### src/rtl/fp_exc_pipe.sv
// Two-stage floating-point add/sub exception resolver: S1 classifies operands,
// S2 holds the resolved exception flags and forced result word.
module fp_exc_pipe #(
  parameter int EXP_W     = 8,
  parameter int MAN_W     = 23,
  parameter int STICKY_EN = 1,
  localparam int W        = 1 + EXP_W + MAN_W
) (
  input  logic             clk,
  input  logic             rst,
  input  logic             in_valid,
  output logic             in_ready,
  input  logic [W-1:0]     x,
  input  logic [W-1:0]     y,
  input  logic             sub,
  input  logic [EXP_W:0]   z_exp,
  output logic             out_valid,
  input  logic             out_ready,
  output logic             special,
  output logic [W-1:0]     special_word,
  output logic             x_is_inf,
  output logic             y_is_inf,
  output logic             x_is_nan,
  output logic             y_is_nan,
  output logic             invalid,
  output logic             overflow,
  input  logic             flag_clr,
  output logic             sticky_invalid,
  output logic             sticky_overflow
);

  typedef struct packed {
    logic           xmaxe;
    logic           xzman;
    logic           ymaxe;
    logic           yzman;
    logic           xs;
    logic           ys;
    logic [EXP_W:0] zexp;
  } s1_t;

  typedef struct packed {
    logic         xinf;
    logic         yinf;
    logic         xnan;
    logic         ynan;
    logic         inv;
    logic         ovf;
    logic [W-1:0] word;
  } s2_t;

  localparam logic [EXP_W:0] OVF_TH = {1'b0, {EXP_W{1'b1}}};

  logic s1_vld_q, s1_vld_d, s2_vld_q, s2_vld_d;
  s1_t  s1_q, s1_d;
  s2_t  s2_q, s2_d, res;
  logic s1_adv, s2_adv, fire;

  assign s2_adv   = ~s2_vld_q | out_ready;
  assign s1_adv   = ~s1_vld_q | s2_adv;
  assign in_ready = s1_adv;
  assign fire     = s2_vld_q & out_ready;

  // Resolve from the classification registered in S1.
  always_comb begin
    res      = '0;
    res.xinf = s1_q.xmaxe &  s1_q.xzman;
    res.xnan = s1_q.xmaxe & ~s1_q.xzman;
    res.yinf = s1_q.ymaxe &  s1_q.yzman;
    res.ynan = s1_q.ymaxe & ~s1_q.yzman;
    res.inv  = res.xnan | res.ynan | (res.xinf & res.yinf & (s1_q.xs ^ s1_q.ys));
    res.ovf  = (s1_q.zexp >= OVF_TH) & ~(s1_q.xmaxe | s1_q.ymaxe);
    if (res.inv)
      res.word = {1'b0, {EXP_W{1'b1}}, 1'b1, {(MAN_W-1){1'b0}}};
    else if (res.xinf)
      res.word = {s1_q.xs, {EXP_W{1'b1}}, {MAN_W{1'b0}}};
    else if (res.yinf)
      res.word = {s1_q.ys, {EXP_W{1'b1}}, {MAN_W{1'b0}}};
    else if (res.ovf)
      res.word = {s1_q.xs, {EXP_W{1'b1}}, {MAN_W{1'b0}}};
  end

  always_comb begin
    s1_vld_d = s1_vld_q;
    s1_d     = s1_q;
    s2_vld_d = s2_vld_q;
    s2_d     = s2_q;
    if (s1_adv) begin
      s1_vld_d   = in_valid;
      s1_d.xmaxe = &x[W-2:MAN_W];
      s1_d.xzman = ~|x[MAN_W-1:0];
      s1_d.ymaxe = &y[W-2:MAN_W];
      s1_d.yzman = ~|y[MAN_W-1:0];
      s1_d.xs    = x[W-1];
      s1_d.ys    = y[W-1] ^ sub;
      s1_d.zexp  = z_exp;
    end
    if (s2_adv) begin
      s2_vld_d = s1_vld_q;
      s2_d     = res;
    end
  end

  always_ff @(posedge clk) begin
    if (rst) begin
      s1_vld_q <= 1'b0;
      s2_vld_q <= 1'b0;
      s1_q     <= '0;
      s2_q     <= '0;
    end else begin
      s1_vld_q <= s1_vld_d;
      s2_vld_q <= s2_vld_d;
      s1_q     <= s1_d;
      s2_q     <= s2_d;
    end
  end

  // Gate with valid so nothing stale leaks out of an empty stage.
  assign out_valid    = s2_vld_q;
  assign x_is_inf     = s2_vld_q & s2_q.xinf;
  assign y_is_inf     = s2_vld_q & s2_q.yinf;
  assign x_is_nan     = s2_vld_q & s2_q.xnan;
  assign y_is_nan     = s2_vld_q & s2_q.ynan;
  assign invalid      = s2_vld_q & s2_q.inv;
  assign overflow     = s2_vld_q & s2_q.ovf;
  assign special      = s2_vld_q & (s2_q.inv | s2_q.xinf | s2_q.yinf | s2_q.ovf);
  assign special_word = s2_vld_q ? s2_q.word : '0;

  generate
    if (STICKY_EN != 0) begin : g_sticky
      logic sinv_q, sinv_d, sovf_q, sovf_d;
      // A set in the same cycle as a clear wins.
      assign sinv_d = (sinv_q & ~flag_clr) | (fire & s2_q.inv);
      assign sovf_d = (sovf_q & ~flag_clr) | (fire & s2_q.ovf);
      always_ff @(posedge clk) begin
        if (rst) begin
          sinv_q <= 1'b0;
          sovf_q <= 1'b0;
        end else begin
          sinv_q <= sinv_d;
          sovf_q <= sovf_d;
        end
      end
      assign sticky_invalid  = sinv_q;
      assign sticky_overflow = sovf_q;
    end else begin : g_no_sticky
      assign sticky_invalid  = 1'b0;
      assign sticky_overflow = 1'b0;
    end
  endgenerate

endmodule

### config.mk
export PLATFORM = sky130hd
export DESIGN_NAME = fp_exc_pipe
export DESIGN_NICKNAME = d
export VERILOG_FILES = /design/src/rtl/fp_exc_pipe.sv
export SDC_FILE = /design/constraint.sdc
export NUM_CORES = 1
export LEC_CHECK = 0
export BUFFER_PORTS_ARGS = -buffer_cell sky130_fd_sc_hd__buf_2
export CELL_PAD_IN_SITES_DETAIL_PLACEMENT = 0
export CELL_PAD_IN_SITES_GLOBAL_PLACEMENT = 1
export CORE_ASPECT_RATIO = 1.5
export CORE_MARGIN = 8
export CORE_UTILIZATION = 23
export DETAILED_ROUTE_END_ITERATION = 8
export PLACE_DENSITY_LB_ADDON = 0.1
export SLEW_MARGIN = 10
export SYNTH_ARGS = -nofsm -noshare
export SYNTH_HDL_FRONTEND = slang
export SYNTH_SLANG_ARGS = --single-unit
### constraint.sdc
create_clock -name clk -period 1 [get_ports clk]
set_input_delay 0.15 -clock clk [delete_from_list [all_inputs] [get_ports clk]]
set_output_delay 0.15 -clock clk [all_outputs]
set_load 0.03 [all_outputs]
* Yosys cells after proc, flatten, opt, wreduce, memory -nomap -nowiden
Cells that the tools add are included.
Storage, ports and cells: bits in registers 57, bits in latches 0, RAM bits 0, bits in read-only memories 0, logic and storage cells 67, memories 0
Operators by class: add/sub/neg operators 0, multipliers 0, div/mod/pow operators 0, magnitude comparators 1, eq/ne operators 0, shift-type cells 0, muxes and demuxes 5, bitwise gates (word level) 37, reductions and logical operators 6
Operators with widths (number):
- two-way mux 32 bit | 5
- OR reduction 23 bit | 2
- AND 1 bit | 19
- AND reduction 8 bit | 2
- bitwise OR 1 bit | 10
- greater-or-equal comparator 9 x 8 -> 1 bit, second input constant | 1
- NOT 1 bit | 6
- zero test 1 bit | 2
- bitwise XOR 1 bit | 2

* Longest topological paths before layout
Gate-level depths: netlist (run 1).
depth in word-level cells 7, depth in mapped cells 6, mapped depth without buffers 5

* Least setup slack after synthesis (run 1)
No wires, ideal clock.
path kind register -> output, start point reg s2_vld_q (netlist: out_valid), end point out special_word[24], data arrival time 1.458 ns, required time 0.850 ns, path slack -0.608 ns, stages on the path, launching flop included 4, cell sequence dfxtp_1 -> clkbuf_1 -> and2_1 -> buf_4
On the way: word-level cells in the longest chain between the ends 1
Ends and longest elaborated chain:
- start: declaration | line 54 | logic s1_vld_q, s1_vld_d, s2_vld_q, s2_vld_d;
- start signal: assignment | line 112 | s2_vld_q <= s2_vld_d;
- two-way mux 32 bit | line 127 | assign special_word = s2_vld_q ? s2_q.word : '0;
- end: declaration | line 20 | output logic [W-1:0] special_word,
No other way between the ends.

==> results of run 1 <==
-- cell usage after synthesis, drive strengths merged, types with 7 or more instances --
| cell | instances | share of area, % |
|---|---|---|
| nor4 | 10 | 4.1 |
| a21oi | 21 | 9.0 |
| and2 | 9 | 3.8 |
| nand4 | 8 | 3.3 |
| buf | 36 | 18 |
| nor3 | 7 | 3.6 |
| dfxtp | 27 | 35 |
| nand2 | 30 | 7.5 |
| nor2 | 20 | 4.9 |
-- flip-flops by register name, indices dropped and copies added, names as in the netlist --
| name | flops |
|---|---|
| out_valid | 1 |
| s1_q | 15 |
| s1_vld_q | 1 |
| s2_q | 8 |
| sticky_invalid | 1 |
| sticky_overflow | 1 |
-- per-stage QoR --
stage / setup WS (ns) / util [%]
2_1_floorplan: -0.1607 / -
5_1_grt: -0.3591 / 41.09
3_3_place_gp: -0.1491 / 33.35
3_5_place_dp: -0.1890 / 33.35
6_report: -0.3238 / 41.09
4_1_cts: -0.3312 / 39.83
-- cell type report --
class	count	area, µm²	area share (%)
repair buffers	138	1006	37.75
well taps	76	95.09	3.568
clock buffers	4	45.04	1.690
flip-flops and latches	27	549.3	20.61
inverters	2	15.01	0.5634
multi-input cells	144	954.7	35.82
-- repair_timing --
item,4_1_cts,5_1_grt
pin swaps,12,16
buffers inserted,8,4
resized for setup,91,24
endpoints found under the setup margin,40,45
gates cloned,3,0
hold buffers,0,0
-- metal layers --
layer  up-vias  part of all wire, %  GRT usage, %  wire [µm]
met5         -                    0             0          0
met3         6                  7.7         3.106        412
met1       787                   33         10.34       1783
met2        69                   58         21.28       3108
li1        842                    -             -          -
met4         0                  1.1         3.121         59
-- worst min-delay path by stage --
stage / startpoint / endpoint / slack (ns) / cells past startpoint
6_report: z_exp[1] / s1_q[1] / 0.11 / 3
4_1_cts: z_exp[2] / s1_q[2] / 0.11 / 3
5_1_grt: z_exp[1] / s1_q[1] / 0.10 / 3
3_3_place_gp: in_valid / s1_vld_q / 0.38 / 3
3_5_place_dp: in_valid / s1_vld_q / 0.39 / 3
2_1_floorplan: in_valid / s1_vld_q / 0.27 / 2
-- critical path, cell delays in order (launching register included) --
cell and delay [ns]:
dfxtp_2 0.33, o41a_1 0.43, buf_6 0.15
-- kinds of logic after synthesis --
| kind of cell | synth area share (%) |
|---|---|
| XOR/XNOR | 1.141 |
| AND/OR/NAND/NOR | 30.40 |
| other | 0.2443 |
| AO/OA/AOI/OAI | 13.69 |
| multiplexers | 0.7334 |
| flip-flops | 35.21 |
| buffers and inverters | 18.58 |
-- power groups by stage --
stage	clock, mW	combinational [mW]	sequential, mW
final	0.612	0.553	1.14
after global routing	0.680	0.601	1.15
after CTS	0.642	0.541	1.14
after detailed placement	0	0.479	1.16
after global placement	0	0.477	1.16
after floorplan	0	0.319	1.16
==> run summary, run 1 <==
Status: complete, but fails checks
Violated checks: setup timing
Clock buffer depth: 2
Via density: 4.358
Mapped Avg Cell Area: 8.080 µm²
Post-Syn Instances: 190
I/O pin count: 122
Post-Route Hold Slack: 0.1086 ns
Placed insts: 375
Gpl congestion: 0.7496
Clk_skew: 0.002173 ns
Clock share of power: 26.5%
Core area: 6486 µm²
Fin crit share: 132.4%
Flop-to-flop setup slack: -0.29 ns
Worst-skew pair later-pin latency: 0.27 ns
FF-to-FF path depth: 7
Area grow syn2layout: 73.59%
Vias in the first global route: 1,908
Critical path endpoint category: primary output
Placed cell areas: 2163 µm²
Commonest non-fill, non-tap cell in the layout: buf_2
Total GRT Usage: 10.91%
Sequential share of the synthesized area: 35.21%
F_max: 0.7554 GHz
Root buffer cell: clkbuf_8
CTS tree: done
CTS clock-pin slew for the worst setup and hold paths: 0.09 ns
CP required: 0.85 ns
Post-DP HPWL: 4.431 mm
Post-route setup slack: -0.3238 ns
Initial antenna violation count: 0
RSZ-0062 raised after global routing: yes
Post-Layout Cell Count: 391
VDD IR max: 0.4856 mV
Int Pwr: 1.648 mW
Row count: 36
Final hold vios: 0
DIE WIDTH: 82.71 µm
Largest net degree at the start of global routing: 15
Clock buffers created by TritonCTS: 3
Port Buffers: 99
Arr. time, crit path: 1.17 ns
Comb power frac: 24.0%
Setup CP Type: reg -> out
Max cap viols: 0
Crit-path max FO: 2
Seq pwr share: 49.5%
Final net count: 395
Max-slew violations: 0
Die area: 9599 µm²
RR Endpoint: s1_q[14]
Post-route cell area: 2665 µm²
FFs w/ async S/R, synth: 0%
Final setup fails: 44
Hold/Removal Path Class: in -> reg
Critical Path Sink: special
Power Total: 2.307 mW
Commonest cells after routing, fill and taps aside: 79 x buf_2, 32 x buf_6, 22 x conb_1, 22 x buf_4, 22 x dfxtp_1
# DRC: 0
Min Clock Period, post-route: 1.324 ns
CP Launch Type: flop
EDFF count, synth: 0
CTS Sinks: 27
DR iter-0 viols: 45
Synth Warn #: 0
Seq cells post-synth: 27
Pwr Density: 865.5 nW/µm²
LEAKAGE: 1.282 nW
Antenna cells: 0
DR vias: 1,704
Antenna Violating Nets Remaining: 0
Total Neg Setup Slack: -8.778 ns
Drt pass-1 iters: 3
Sw power: 0.6580 mW
GRT overflow: 0
Initial Util: 23.67%
Layout cells sized above 1: 64.76%
Post-Syn Area: 1535 µm²
Main flop type after synthesis: dfxtp_1
Avg WL per Cell: 13.72 µm
Fillcell total: 707
Critical Path Start: s2_q[22]
Sw frac: 28.53%
H-tree depth: 1
First-pass GRT wire length: 8.266 mm
Die Span Y: 116.1 µm
Count of cell types in the netlist: 34
Detailed Route WL: 5.364 mm
R2R Path Start: out_valid
Note: power is estimated with default switching activity, not from simulation.
==> run 2, diff against run 1 <==
Settings changed: CELL_PAD_IN_SITES_DETAIL_PLACEMENT 0 to default, CELL_PAD_IN_SITES_GLOBAL_PLACEMENT 1 to default, CORE_UTILIZATION 23 to 35, GPL_ROUTABILITY_DRIVEN from default to 0, PLACE_DENSITY from default to 0.76, PLACE_DENSITY_LB_ADDON 0.1 to default, SKIP_CTS_REPAIR_TIMING from default to 1.
==> run 2 against run 1 <==
The flow still finishes with violations (setup timing). Flip-flop and latch count stayed put. Maximum frequency is 0.36% higher. First-iteration DRC count is 44% lower. Sequential power hardly changed. Global-route usage is 0.46 points higher. Cell area is 12% lower. Cell count is 12% lower. Clock skew is 0.0045 ns higher. Power is 2.2% lower. Core utilization is 14 points higher. Clock power is 2% higher. Critical path type unchanged. Critical endpoint unchanged.
==> run summary, run 2 (same netlist as run 1, synthesis figures left out) <==
Largest delay share family, worst path: compound AO/OA/AOI/OAI gates
Violated checks: setup timing
Antenna cells: 0 (unchanged)
Arr. time, crit path: 1.17 ns (about the same)
Biggest register: s1_q
Drt pass-1 iters: 3 (unchanged)
Via density: 4.622 (+6.1%)
Detailed Route WL: 4.435 mm (-17%)
Post-Layout Cell Count: 344 (-12%)
Pwr Density: 964.7 nW/µm² (+11%)
Hold/Removal Path Class: in -> reg
Vias in the first global route: 1,666 (-13%)
F_max: 0.7582 GHz (+0.36%)
Avg WL per Cell: 12.89 µm (-6.0%)
Port Buffers: 99 (unchanged)
LEAKAGE: 1.110 nW (-13%)
CP Launch Type: flop
Commonest non-fill, non-tap cell in the layout: buf_2
DR iter-0 viols: 25 (-44%)
Row count: 29 (-19%)
First-pass GRT wire length: 6.824 mm (-17%)
Max cap viols: 0 (unchanged)
CP required: 0.85 ns (about the same)
Power Total: 2.255 mW (-2.2%)
Area of the multi-input gates: 877.1 µm² (-8.1%)
Setup CP Type: reg -> out
Max-slew violations: 0 (unchanged)
Worst min-delay path startpoint: in_valid
Area grow syn2layout: 52.24%
Post-DP HPWL: 3.695 mm (-17%)
Post-route setup slack: -0.3190 ns (+0.004793 ns)
WP buf/inv: 1 (unchanged)
VDD IR max: 0.6069 mV (+25%)
H-tree depth: 1 (unchanged)
Initial Util: 36.47% (+13 points)
Crit-path max cell delay: 0.43 ns (about the same)
Crit-path max FO: 2 (unchanged)
Antenna Violating Nets Remaining: 0 (unchanged)
Clock buffers created by TritonCTS: 3 (unchanged)
Total GRT Usage: 11.38% (+0.46 points)
Critical Path Start: s2_q[36]
Register area: 554.3 µm² (+0.91%)
Crit-path cells: o41a_1, buf_6
I/O pin count: 122 (unchanged)
RSZ-0062 raised after global routing: yes
# DRC: 0 (unchanged)
Biggest regs: s1_q x15, s2_q x8
Worst-skew pair later-pin latency: 0.27 ns (about the same)
CTS clock-pin slew for the worst setup and hold paths: 0.10 ns (about the same)
Largest net degree at the start of global routing: 28 (+13)
DR vias: 1,590 (-6.7%)
Layout cells sized above 1: 58.05% (-6.7 points)
Clk_skew: 0.006721 ns (+0.004548 ns)
Critical path endpoint category: primary output
CTS tree: done
Largest register FFs: 15 (unchanged)
R2R Path Start: out_valid
Die Span Y: 97.12 µm (-16%)
CTS Sinks: 27 (unchanged)
Placed insts: 338 (-9.9%)
Root buffer cell: clkbuf_8
Commonest cells after routing, fill and taps aside: 80 x buf_2, 28 x nand2_1, 22 x conb_1, 22 x buf_4, 20 x nor2_1
GRT overflow: 0 (unchanged)
Final hold vios: 0 (unchanged)
Status: complete, but fails checks
Final net count: 378 (-4.3%)
Slowest CP cell: o41a_1
Initial antenna violation count: 0 (unchanged)
Min Clock Period, post-route: 1.319 ns (-0.004793 ns)
DIE WIDTH: 70.08 µm (-15%)
Post-Route Hold Slack: 0.09851 ns (-0.01012 ns)
Final setup fails: 39 (-11%)
Core area: 4209 µm² (-35%)
Clock buffer depth: 2 (unchanged)
Fillcell total: 400 (-43%)
Fin crit share: 131.9% (-0.48 points)
Die area: 6805 µm² (-29%)
[run 2: cell types whose count changed in the layout (fill, tap and decap cells not counted), moves of 6 or more]
cell,change
nand2_1,+13
buf_6,-15
nor2_1,+6
and2_4,-6
and2_2,+6
nand2_2,-10
[run 2: worst min-delay path, delay by kind of cell]
family        cells  cell delay, ns
simple gates      2            0.11
buf+inv           1            0.08
[run 2: per-layer routing]
metal,part of all wire (%),track usage (%),up-vias
met1,36,10.48,704
met2,55,21.95,73
met3,7.6,4.090,4
met5,0,0,-
li1,-,-,809
met4,1.1,3.727,0
[run 2: through the flow]
step | worst slack, ns | util, % | instance area (µm²) | TNS, ns
2_1_floorplan | -0.1607 | - | 1644 | -3.755
3_3_place_gp | -0.1567 | 49.26 | 2073 | -1.144
3_5_place_dp | -0.1747 | 49.26 | 2073 | -1.675
4_1_cts | -0.4628 | 50.42 | 2122 | -7.854
5_1_grt | -0.3585 | 55.53 | 2337 | -9.637
6_report | -0.3190 | 55.53 | 2337 | -7.105
[run 2: cell type report]
cell class,count,area share [%]
flip-flops and latches,27,23.72
clock inverters,1,0.3212
well taps,46,2.463
inverters,2,0.6424
clock buffers,3,1.767
repair buffers,121,33.57
multi-input cells,144,37.53
[run 2: path summary, 6_finish.rpt]
| path | endpoint | slack, ns | cells past startpoint |
|---|---|---|---|
| hold / removal | s1_vld_q | 0.1 | 3 |
| setup reg to reg | s2_q[31] | -0.27 | 5 |
| hold reg to reg | s1_q[4] | 0.46 | 2 |
| setup / recovery | special | -0.32 | 2 |
[run 2: report_power, final]
| part | switching [mW] | internal (mW) | total (mW) |
|---|---|---|---|
| Clock | 0.343 | 0.283 | 0.626 |
| Sequential | 0.0225 | 1.11 | 1.14 |
| Combinational | 0.278 | 0.215 | 0.493 |
| Total | 0.643 | 1.61 | 2.25 |
